### src/rtl/uart16550_tx.sv
// 16550-compatible transmit serializer: pops the TX FIFO head, frames it with
// start/data/parity/stop bits at 16 baudout ticks per bit, and supports break.
package uart16550_pkg;

  typedef struct packed {
    logic       dlab;
    logic       bc;
    logic       stick_parity;
    logic       eps;
    logic       pen;
    logic       stb;
    logic [1:0] wls;
  } lcr_t;

  typedef struct packed {
    lcr_t lcr;
  } csr_t;

endpackage

module uart16550_tx
  import uart16550_pkg::*;
(
  input  logic       clk_i,
  input  logic       rst_i,
  input  logic       baudout_i,
  input  csr_t       csr_i,
  input  logic       empty_i,
  input  logic [7:0] d_i,
  output logic       pop_o,
  output logic       temt_o,
  output logic       sout_o
);

  localparam logic [2:0] ST_IDLE   = 3'd0;
  localparam logic [2:0] ST_START  = 3'd1;
  localparam logic [2:0] ST_BYTE   = 3'd2;
  localparam logic [2:0] ST_PARITY = 3'd3;
  localparam logic [2:0] ST_STOP   = 3'd4;

  typedef struct packed {
    logic [1:0] wls;
    logic       stb;
    logic       pen;
  } frame_cfg_t;

  logic [2:0] state_reg, state_next;
  logic [3:0] tick_reg, tick_next;
  logic [2:0] bit_reg, bit_next;
  logic [7:0] shift_reg, shift_next;
  logic       parity_reg, parity_next;
  frame_cfg_t cfg_reg, cfg_next;
  logic       line_reg, line_next;
  logic       sout_reg;
  logic       load;

  logic [7:0] data_masked;
  logic       parity_calc;
  logic [2:0] last_bit;
  logic [4:0] stop_pos;
  logic [4:0] stop_last;
  logic       state_valid;
  logic       unused_csr;

  assign unused_csr = csr_i.lcr.dlab;

  // Bits above the configured word length never contribute to parity.
  genvar gi;
  generate
    for (gi = 0; gi < 8; gi++) begin : g_mask
      assign data_masked[gi] = d_i[gi] & (3'(gi) <= ({1'b0, csr_i.lcr.wls} + 3'd4));
    end
  endgenerate

  assign parity_calc = csr_i.lcr.stick_parity ? ~csr_i.lcr.eps
                     : (csr_i.lcr.eps ? ^data_masked : ~^data_masked);

  assign last_bit    = {1'b0, cfg_reg.wls} + 3'd4;
  // Stop phase uses bit_reg[0] as a fifth tick-count bit to reach 24/32 ticks.
  assign stop_pos    = {bit_reg[0], tick_reg};
  assign stop_last   = !cfg_reg.stb ? 5'd15 : ((cfg_reg.wls == 2'd0) ? 5'd23 : 5'd31);
  assign state_valid = (state_reg <= ST_STOP);

  always_comb begin
    state_next  = state_reg;
    tick_next   = tick_reg;
    bit_next    = bit_reg;
    shift_next  = shift_reg;
    parity_next = parity_reg;
    cfg_next    = cfg_reg;
    line_next   = line_reg;
    load        = 1'b0;

    if (!state_valid) begin
      state_next = ST_IDLE;
      line_next  = 1'b1;
    end else if (baudout_i) begin
      tick_next = tick_reg + 4'd1;
      case (state_reg)
        ST_IDLE: begin
          line_next = 1'b1;
          load      = ~empty_i;
        end
        ST_START: begin
          if (tick_reg == 4'd15) begin
            state_next = ST_BYTE;
            bit_next   = 3'd0;
            line_next  = shift_reg[0];
          end
        end
        ST_BYTE: begin
          if (tick_reg == 4'd15) begin
            if (bit_reg == last_bit) begin
              if (cfg_reg.pen) begin
                state_next = ST_PARITY;
                line_next  = parity_reg;
              end else begin
                state_next = ST_STOP;
                bit_next   = 3'd0;
                line_next  = 1'b1;
              end
            end else begin
              bit_next   = bit_reg + 3'd1;
              shift_next = {1'b0, shift_reg[7:1]};
              line_next  = shift_reg[1];
            end
          end
        end
        ST_PARITY: begin
          if (tick_reg == 4'd15) begin
            state_next = ST_STOP;
            bit_next   = 3'd0;
            line_next  = 1'b1;
          end
        end
        ST_STOP: begin
          line_next = 1'b1;
          if (stop_pos == stop_last) begin
            if (empty_i) begin
              state_next = ST_IDLE;
            end else begin
              load = 1'b1;
            end
          end else if (tick_reg == 4'd15) begin
            bit_next = 3'd1;
          end
        end
        default: begin
          state_next = ST_IDLE;
          line_next  = 1'b1;
        end
      endcase

      // Back-to-back frames reload straight from the stop phase, no idle gap.
      if (load) begin
        state_next   = ST_START;
        tick_next    = 4'd0;
        shift_next   = d_i;
        parity_next  = parity_calc;
        cfg_next.wls = csr_i.lcr.wls;
        cfg_next.stb = csr_i.lcr.stb;
        cfg_next.pen = csr_i.lcr.pen;
        line_next    = 1'b0;
      end
    end
  end

  always_ff @(posedge clk_i) begin
    if (rst_i) begin
      state_reg <= ST_IDLE;
      line_reg  <= 1'b1;
      sout_reg  <= 1'b1;
    end else begin
      state_reg <= state_next;
      line_reg  <= line_next;
      sout_reg  <= csr_i.lcr.bc ? 1'b0 : line_next;
    end
  end

  // Datapath state is only meaningful once a frame has been loaded.
  always_ff @(posedge clk_i) begin
    tick_reg   <= tick_next;
    bit_reg    <= bit_next;
    shift_reg  <= shift_next;
    parity_reg <= parity_next;
    cfg_reg    <= cfg_next;
  end

  assign pop_o  = load & ~rst_i;
  assign temt_o = (state_reg == ST_IDLE);
  assign sout_o = sout_reg;

endmodule

### config.mk
export PLATFORM = sky130hd
export DESIGN_NAME = uart16550_tx
export DESIGN_NICKNAME = d
export VERILOG_FILES = /design/src/rtl/uart16550_tx.sv
export SDC_FILE = /design/constraint.sdc
export NUM_CORES = 1
export LEC_CHECK = 0
export CAP_MARGIN = 5
export CORE_UTILIZATION = 55
export CTS_BUF_LIST = sky130_fd_sc_hd__clkbuf_8
export CTS_CLUSTER_SIZE = 14
export DETAILED_ROUTE_END_ITERATION = 7
export PLACE_DENSITY = 0.86
export SLEW_MARGIN = 30
export SYNTH_ARGS = -nofsm -noshare
export SYNTH_HDL_FRONTEND = slang
export SYNTH_SLANG_ARGS = --single-unit
### constraint.sdc
create_clock -name clk_i -period 2.55 [get_ports clk_i]
set_input_delay 0.51 -clock clk_i [delete_from_list [all_inputs] [get_ports clk_i]]
set_output_delay 0.51 -clock clk_i [all_outputs]
set_load 0.02 [all_outputs]
==> impl_results.md, run 1 <==
- Crit path DAT: 1.89 ns
- Seq/Total Area, Yosys: 46.5%
- Synth Area in Compound Gates: 16.5%
- Post-CTS Resized: 1
- Syn. warnings: 0
- Worst path cell trace: ha_1 > nand2_1 > o21ai_1 > o211ai_2 > nor3_1 > dlygate4sd2_1
- Worst setup path category: reg -> out
- Final Hold Fails: 0
- Die Span X: 54.3 µm
- Total GRT Usage: 24.7%
- Place WS: -0.00786 ns
- Clock latency on the worst-skew pair: 0.27 ns
- Reg clk slew, reported paths: 0.09 ns
- Total grt overflow: 0
- Required @ worst endpoint: 2.04 ns
- GPL Wtd Cong: 0.883
- Drt pass-1 iters: 4
- Synth unique cells: 51
- Share of cells above drive strength 1: 14.3%
- Outcome: completed
- Tmin final: 2.40 ns
- Initial drt markers: 23
- Routed vias: 1189
- Max cap viols: 0
- First-pass GRT wire length: 5120 µm
- Final worst slack: 0.147 ns
- Via-per-instance ratio: 6.23
- Slew Limit Headroom: 64.4%
- Final-report setup violation count: 0
- Crit share post-route: 94.2%
- Syn_nets: 157
- Met3 WL: 215 µm
- Max Freq: 416 MHz
- Post-cts hold buffer count: 0
- Pleak: 0.655 nW
- Number of flops mapped to enable cells by yosys: 20
- Net switching power: 0.219 mW
- Xor/xnor share of the synthesized area: 7.31%
- Crit-path max FO: 4
- Initial Util: 59.7%
- Filler cells: 193
- Worst VDD drop: 0.000513 V
- Clock network fraction of design power: 26.2%
- Die area: 0.00295 mm²
- Comb power frac: 19.2%
- Total power: 0.890 mW
- Measured slew at the worst slew-check pin: 0.526 ns
- Pint: 0.670 mW
- Port Buf Inserts: 21
- Vias in the first global route: 1123
- CTS buffer count: 3
- Skew final: 0.00120 ns
- Routed WL: 3130 µm
- Top_reg_cell synth: edfxtp_1
- Sequential power share: 54.6%
- Adder-cell area share of the yosys netlist: 1.66%
- Syn Area/Cell: 11.2 µm²
- CTS tree: yes
- FF+latch count, synth: 25
- Largest family of logic cells by synthesized area: simple AND/OR/NAND/NOR gates
- CTS H-Tree Depth: 1
- Row cnt: 18
- Number of antenna repair diodes: 0
- DP HPWL: 2360 µm
- Crit start category: flip-flop
- Wire per inst: 16.4 µm
- Clk sinks: 25
- Initial antenna violation count: 0
- Unrepaired setup endpoints after global routing: no
- WL met1: 1250 µm
- Post-synthesis mux area share: 6.56%
- Largest net degree at the start of global routing: 16
- Mapped Area: 0.00151 mm²
- # Post-CTS Setup Buffers: 0
- P per Cell Area: 491 mW/mm²
- Hold/Removal Path Class: reg -> reg
- Final net count: 184
- Synth Area in Simple Gates: 17.5%
- Slowest stage delay, CP: 0.41 ns
- DR WL met2: 1600 µm
- Core area: 0.00252 mm²
- Area grow syn2layout: 20.2%
- # IOs: 23
- Root buffer cell: clkbuf_8
- Flop-to-flop setup slack: 0.30 ns
- Sw Share: 24.7%
- Max FFs per register: 8
- CTS Buffer Depth: 2
- Die height: 54.3 µm
- Routed Antenna Nets: 0
- Async S/R FF share, synth: 0%
- Syn Inst Count: 135
- CP max stage cell: edfxtp_1
- Post-route DRC: 0
- Max-slew violation count: 0
- CP endpoint kind: output port
- Top Layer Used: met4
critical path, delay by kind of cell (launching register included):
| kind | cells | cell delay, ns |
|---|---|---|
| compound gates | 2 | 0.36 |
| fa+ha+maj | 1 | 0.25 |
| buf+inv | 1 | 0.35 |
| flops | 1 | 0.41 |
| simple gates | 2 | 0.26 |
cells by family (layout without fill, tap and decap cells):
group                      after synthesis  in the layout
AOI/OAI and AO/OA                       32             32
xor gates and xnor gates                11             11
and+or+nand+nor                         44             44
muxes                                    9              9
buffers and inverters                   12             38
DFF                                     25             25
adders and majority gates                2              2
final timing paths:
kind,end,startpoint,cells past startpoint
worst max-delay path,pop_o,tick_reg[0],6
worst min-delay path,shift_reg[2],shift_reg[3],1
worst max register to register,shift_reg[6],bit_reg[0],4
worst min register to register,shift_reg[2],shift_reg[3],1
layout make-up:
| type | instances | area [µm²] | share of cell area (%) |
|---|---|---|---|
| flip-flops and latches | 25 | 701 | 38.7 |
| clock inverters | 1 | 3.75 | 0.207 |
| clock buffers | 3 | 41.3 | 2.28 |
| inverters | 7 | 26.3 | 1.45 |
| multi-input cells | 98 | 747 | 41.3 |
| well taps | 30 | 37.5 | 2.07 |
| repair buffers | 27 | 254 | 14.0 |
through the flow:
| stage | hold slack [ns] | util, % | instances | area (µm²) | setup TNS [ns] |
|---|---|---|---|---|---|
| finish | 0.553 | 71.8 | 191 | 1810 | 0 |
| CTS | 0.557 | 71.8 | 191 | 1810 | 0 |
| global route | 0.567 | 71.8 | 191 | 1810 | 0 |
| floorplan | 0.508 | - | 135 | 1510 | 0 |
| global placement | 0.518 | 70.0 | 187 | 1770 | 0 |
| detailed placement | 0.535 | 70.0 | 187 | 1770 | -0.00786 |
power by group through the flow:
stage / combinational (mW) / clock, mW / sequential (mW)
after floorplan: 0.0993 / 0 / 0.492
after global placement: 0.163 / 0 / 0.493
after detailed placement: 0.171 / 0 / 0.495
after CTS: 0.172 / 0.232 / 0.485
after global routing: 0.187 / 0.251 / 0.488
final: 0.171 / 0.233 / 0.486
metal layers:
layer	track usage [%]	up-vias
li1	-	562
met1	30.4	561
met2	42.7	57
met3	4.17	9
met4	9.83	0
met5	0	-
placed cells by master (no fill, tap or decap), drive strengths merged, types with 2 or more instances in the layout:
cell type	instances
xor2	3
nand2	3
clkdlybuf4s50	20
o211ai	3
inv	8
or3	2
nor3	5
buf	6
o21ai	5
ha	2
a31oi	2
and2	6
nor2b	5
nor3b	2
clkbuf	3
xnor2	7
edfxtp	20
and3	3
a21oi	6
or4	2
dfxtp	5
nand3	5
mux2i	2
o311ai	2
nand2b	4
mux2	7
nor2	5
synth_stat cells (3+ instances only):
master,n,area share (%)
inv_1,7,1.7
mux2_2,6,4.5
and2_1,6,2.5
dfxtp_1,5,6.6
edfxtp_1,20,40
xnor2_1,7,4.1
nor2_1,5,1.2
nor2b_1,5,2.1
xor2_1,3,1.7
nand2b_1,4,1.7
o21ai_0,4,1.3
nand3_1,5,1.7
and3_1,3,1.2
nor3_1,4,1.3
nand2_1,3,0.75
a21oi_1,6,2.0
(Power assumes the default switching activity.)
==> run 2, diff against run 1 <==
--- a/config.mk
+++ b/config.mk
@@ -10,6 +10,7 @@
 export CTS_BUF_LIST = sky130_fd_sc_hd__clkbuf_8
 export CTS_CLUSTER_SIZE = 14
 export DETAILED_ROUTE_END_ITERATION = 7
+export HOLD_SLACK_MARGIN = 0.03
 export PLACE_DENSITY = 0.86
 export SLEW_MARGIN = 30
 export SYNTH_ARGS = -nofsm -noshare
==> results of run 2 <==
No change in the layout: final DEF, timing and power equal those of run 1.
==> run 3, diff against run 2 <==
--- a/config.mk
+++ b/config.mk
@@ -6,12 +6,12 @@
 export NUM_CORES = 1
 export LEC_CHECK = 0
 export CAP_MARGIN = 5
-export CORE_UTILIZATION = 55
+export CORE_UTILIZATION = 41
 export CTS_BUF_LIST = sky130_fd_sc_hd__clkbuf_8
 export CTS_CLUSTER_SIZE = 14
 export DETAILED_ROUTE_END_ITERATION = 7
 export HOLD_SLACK_MARGIN = 0.03
-export PLACE_DENSITY = 0.86
+export PLACE_DENSITY = 0.68
 export SLEW_MARGIN = 30
 export SYNTH_ARGS = -nofsm -noshare
 export SYNTH_HDL_FRONTEND = slang
==> run 3 against run 2 <==
First-iteration DRC count increased to 3.2 times the previous value. Utilization shrank 18 points. Die area is 33% higher. Via count is 5.3% lower. Combinational power decreased by 5%. Largest cell class unchanged.
==> impl_results.md, run 3 (synthesis results as in run 1) <==
- Tmin final: 2.38 ns
- # IOs: 23
- Routed vias: 1126
- Placed Instances: 203
- CTS H-Tree Depth: 1
- Flop-to-flop setup slack: 0.29 ns
- Outcome: completed
- Max-slew violation count: 0
- Sw Share: 24.1%
- Final net count: 184
- Final-report setup violation count: 0
- WL met1: 1290 µm
- Share of cells above drive strength 1: 14.3%
- Clock latency on the worst-skew pair: 0.27 ns
- DR WL met2: 1510 µm
- Wire per inst: 14.6 µm
- Worst VDD drop: 0.000216 V
- Largest net degree at the start of global routing: 16
- Total grt overflow: 0
- Slew Limit Headroom: 64.6%
- Comb power frac: 18.5%
- Filler cells: 321
- Via-per-instance ratio: 5.44
- Vias in the first global route: 1163
- CTS tree: yes
- Die height: 62.6 µm
- Total power: 0.880 mW
- Max cap viols: 0
- Max FFs per register: 8
- Root buffer cell: clkbuf_8
- GPL Wtd Cong: 0.926
- Most frequent cells in the layout: 20 x edfxtp_1, 20 x clkdlybuf4s50_1, 8 x inv_1, 7 x xnor2_1
- Reg clk slew, reported paths: 0.09 ns
- Net switching power: 0.212 mW
- Measured slew at the worst slew-check pin: 0.522 ns
- Crit share post-route: 93.5%
- Die area: 0.00392 mm²
- Final Hold Fails: 0
- Clk sinks: 25
- Die Span X: 62.6 µm
- Worst setup path category: reg -> out
- Area grow syn2layout: 21.5%
- Row cnt: 21
- DP HPWL: 2350 µm
- Setup TNS: 0 ns
- CTS buffer count: 3
- Core area: 0.00342 mm²
- Crit start category: flip-flop
- CP endpoint kind: output port
- Max Freq: 420 MHz
- Initial Util: 44.1%
- Crit-path max FO: 4
- Total GRT Usage: 16.6%
- Pleak: 0.655 nW
- Post-route DRC: 0
- Routed WL: 3010 µm
- Number of antenna repair diodes: 0
- Unrepaired setup endpoints after global routing: no
- Initial antenna violation count: 0
- Initial drt markers: 74
- Skew final: 0.00751 ns
- Hold/Removal Path Class: reg -> reg
- Port Buf Inserts: 21
- Clock network fraction of design power: 26.1%
- Top Layer Used: met4
- Fin cells: 207
- First-pass GRT wire length: 5060 µm
- Crit path DAT: 1.87 ns
- Drt pass-1 iters: 4
- Met3 WL: 143 µm
- Sequential power share: 55.4%
- Post-cts hold buffer count: 0
- Routed Antenna Nets: 0
- Required @ worst endpoint: 2.04 ns
- P per Cell Area: 481 mW/mm²
- Pint: 0.668 mW
- CTS Buffer Depth: 2
[run 3: cell counts in the layout (fill, tap and decap cells not counted)]
No cell type changed its count.
[run 3: what timing repair did]
item | 4_1_cts | 5_1_grt
resized for setup | 1 | 0
endpoints found under the setup margin | 1 | 0
buffers inserted | 0 | 0
[run 3: final timing paths]
check	depth (start not counted)	endpoint	start
hold reg to reg	1	shift_reg[2]	shift_reg[3]
setup reg to reg	4	shift_reg[7]	bit_reg[0]
hold / removal	1	shift_reg[2]	shift_reg[3]
setup / recovery	6	pop_o	tick_reg[0]
[run 3: routing by layer]
layer	GRT usage (%)	vias to the layer above
met1	19.8	524
met2	29.3	38
li1	-	558
met3	2.37	6
met4	7.56	0
met5	0	-
[run 3: final cells by class]
| class | instances | area, µm² | share of cell area [%] |
|---|---|---|---|
| sequential | 25 | 701 | 38.3 |
| inverter | 7 | 26.3 | 1.44 |
| tap | 46 | 57.6 | 3.14 |
| multi-input combinational | 98 | 747 | 40.8 |
| timing repair buffer | 27 | 254 | 13.9 |
| clock buffer | 3 | 41.3 | 2.26 |
| clock inverter | 1 | 3.75 | 0.205 |
[run 3: stage by stage]
step	cell area [µm²]	hold WS, ns	setup slack [ns]	util [%]
global placement	1790	0.523	0.00107	52.3
finish	1830	0.549	0.166	53.6
CTS	1830	0.552	0.160	53.6
floorplan	1510	0.508	0.322	-
detailed placement	1790	0.529	0.00952	52.3
global route	1830	0.581	0.0367	53.6
[run 3: critical path, cell delays in order, from the launching register on]
cell           delay (ns)
edfxtp_1             0.38
ha_1                 0.23
nand2_1              0.10
o21ai_1              0.27
o211ai_2             0.14
nor3_1               0.14
dlygate4sd2_1        0.36
[run 3: power by group through the flow]
stage	sequential (mW)	clock (mW)	combinational [mW]
global placement	0.496	0	0.160
detailed placement	0.497	0	0.165
global route	0.491	0.257	0.179
CTS	0.487	0.242	0.165
finish	0.488	0.230	0.163
floorplan	0.492	0	0.0993
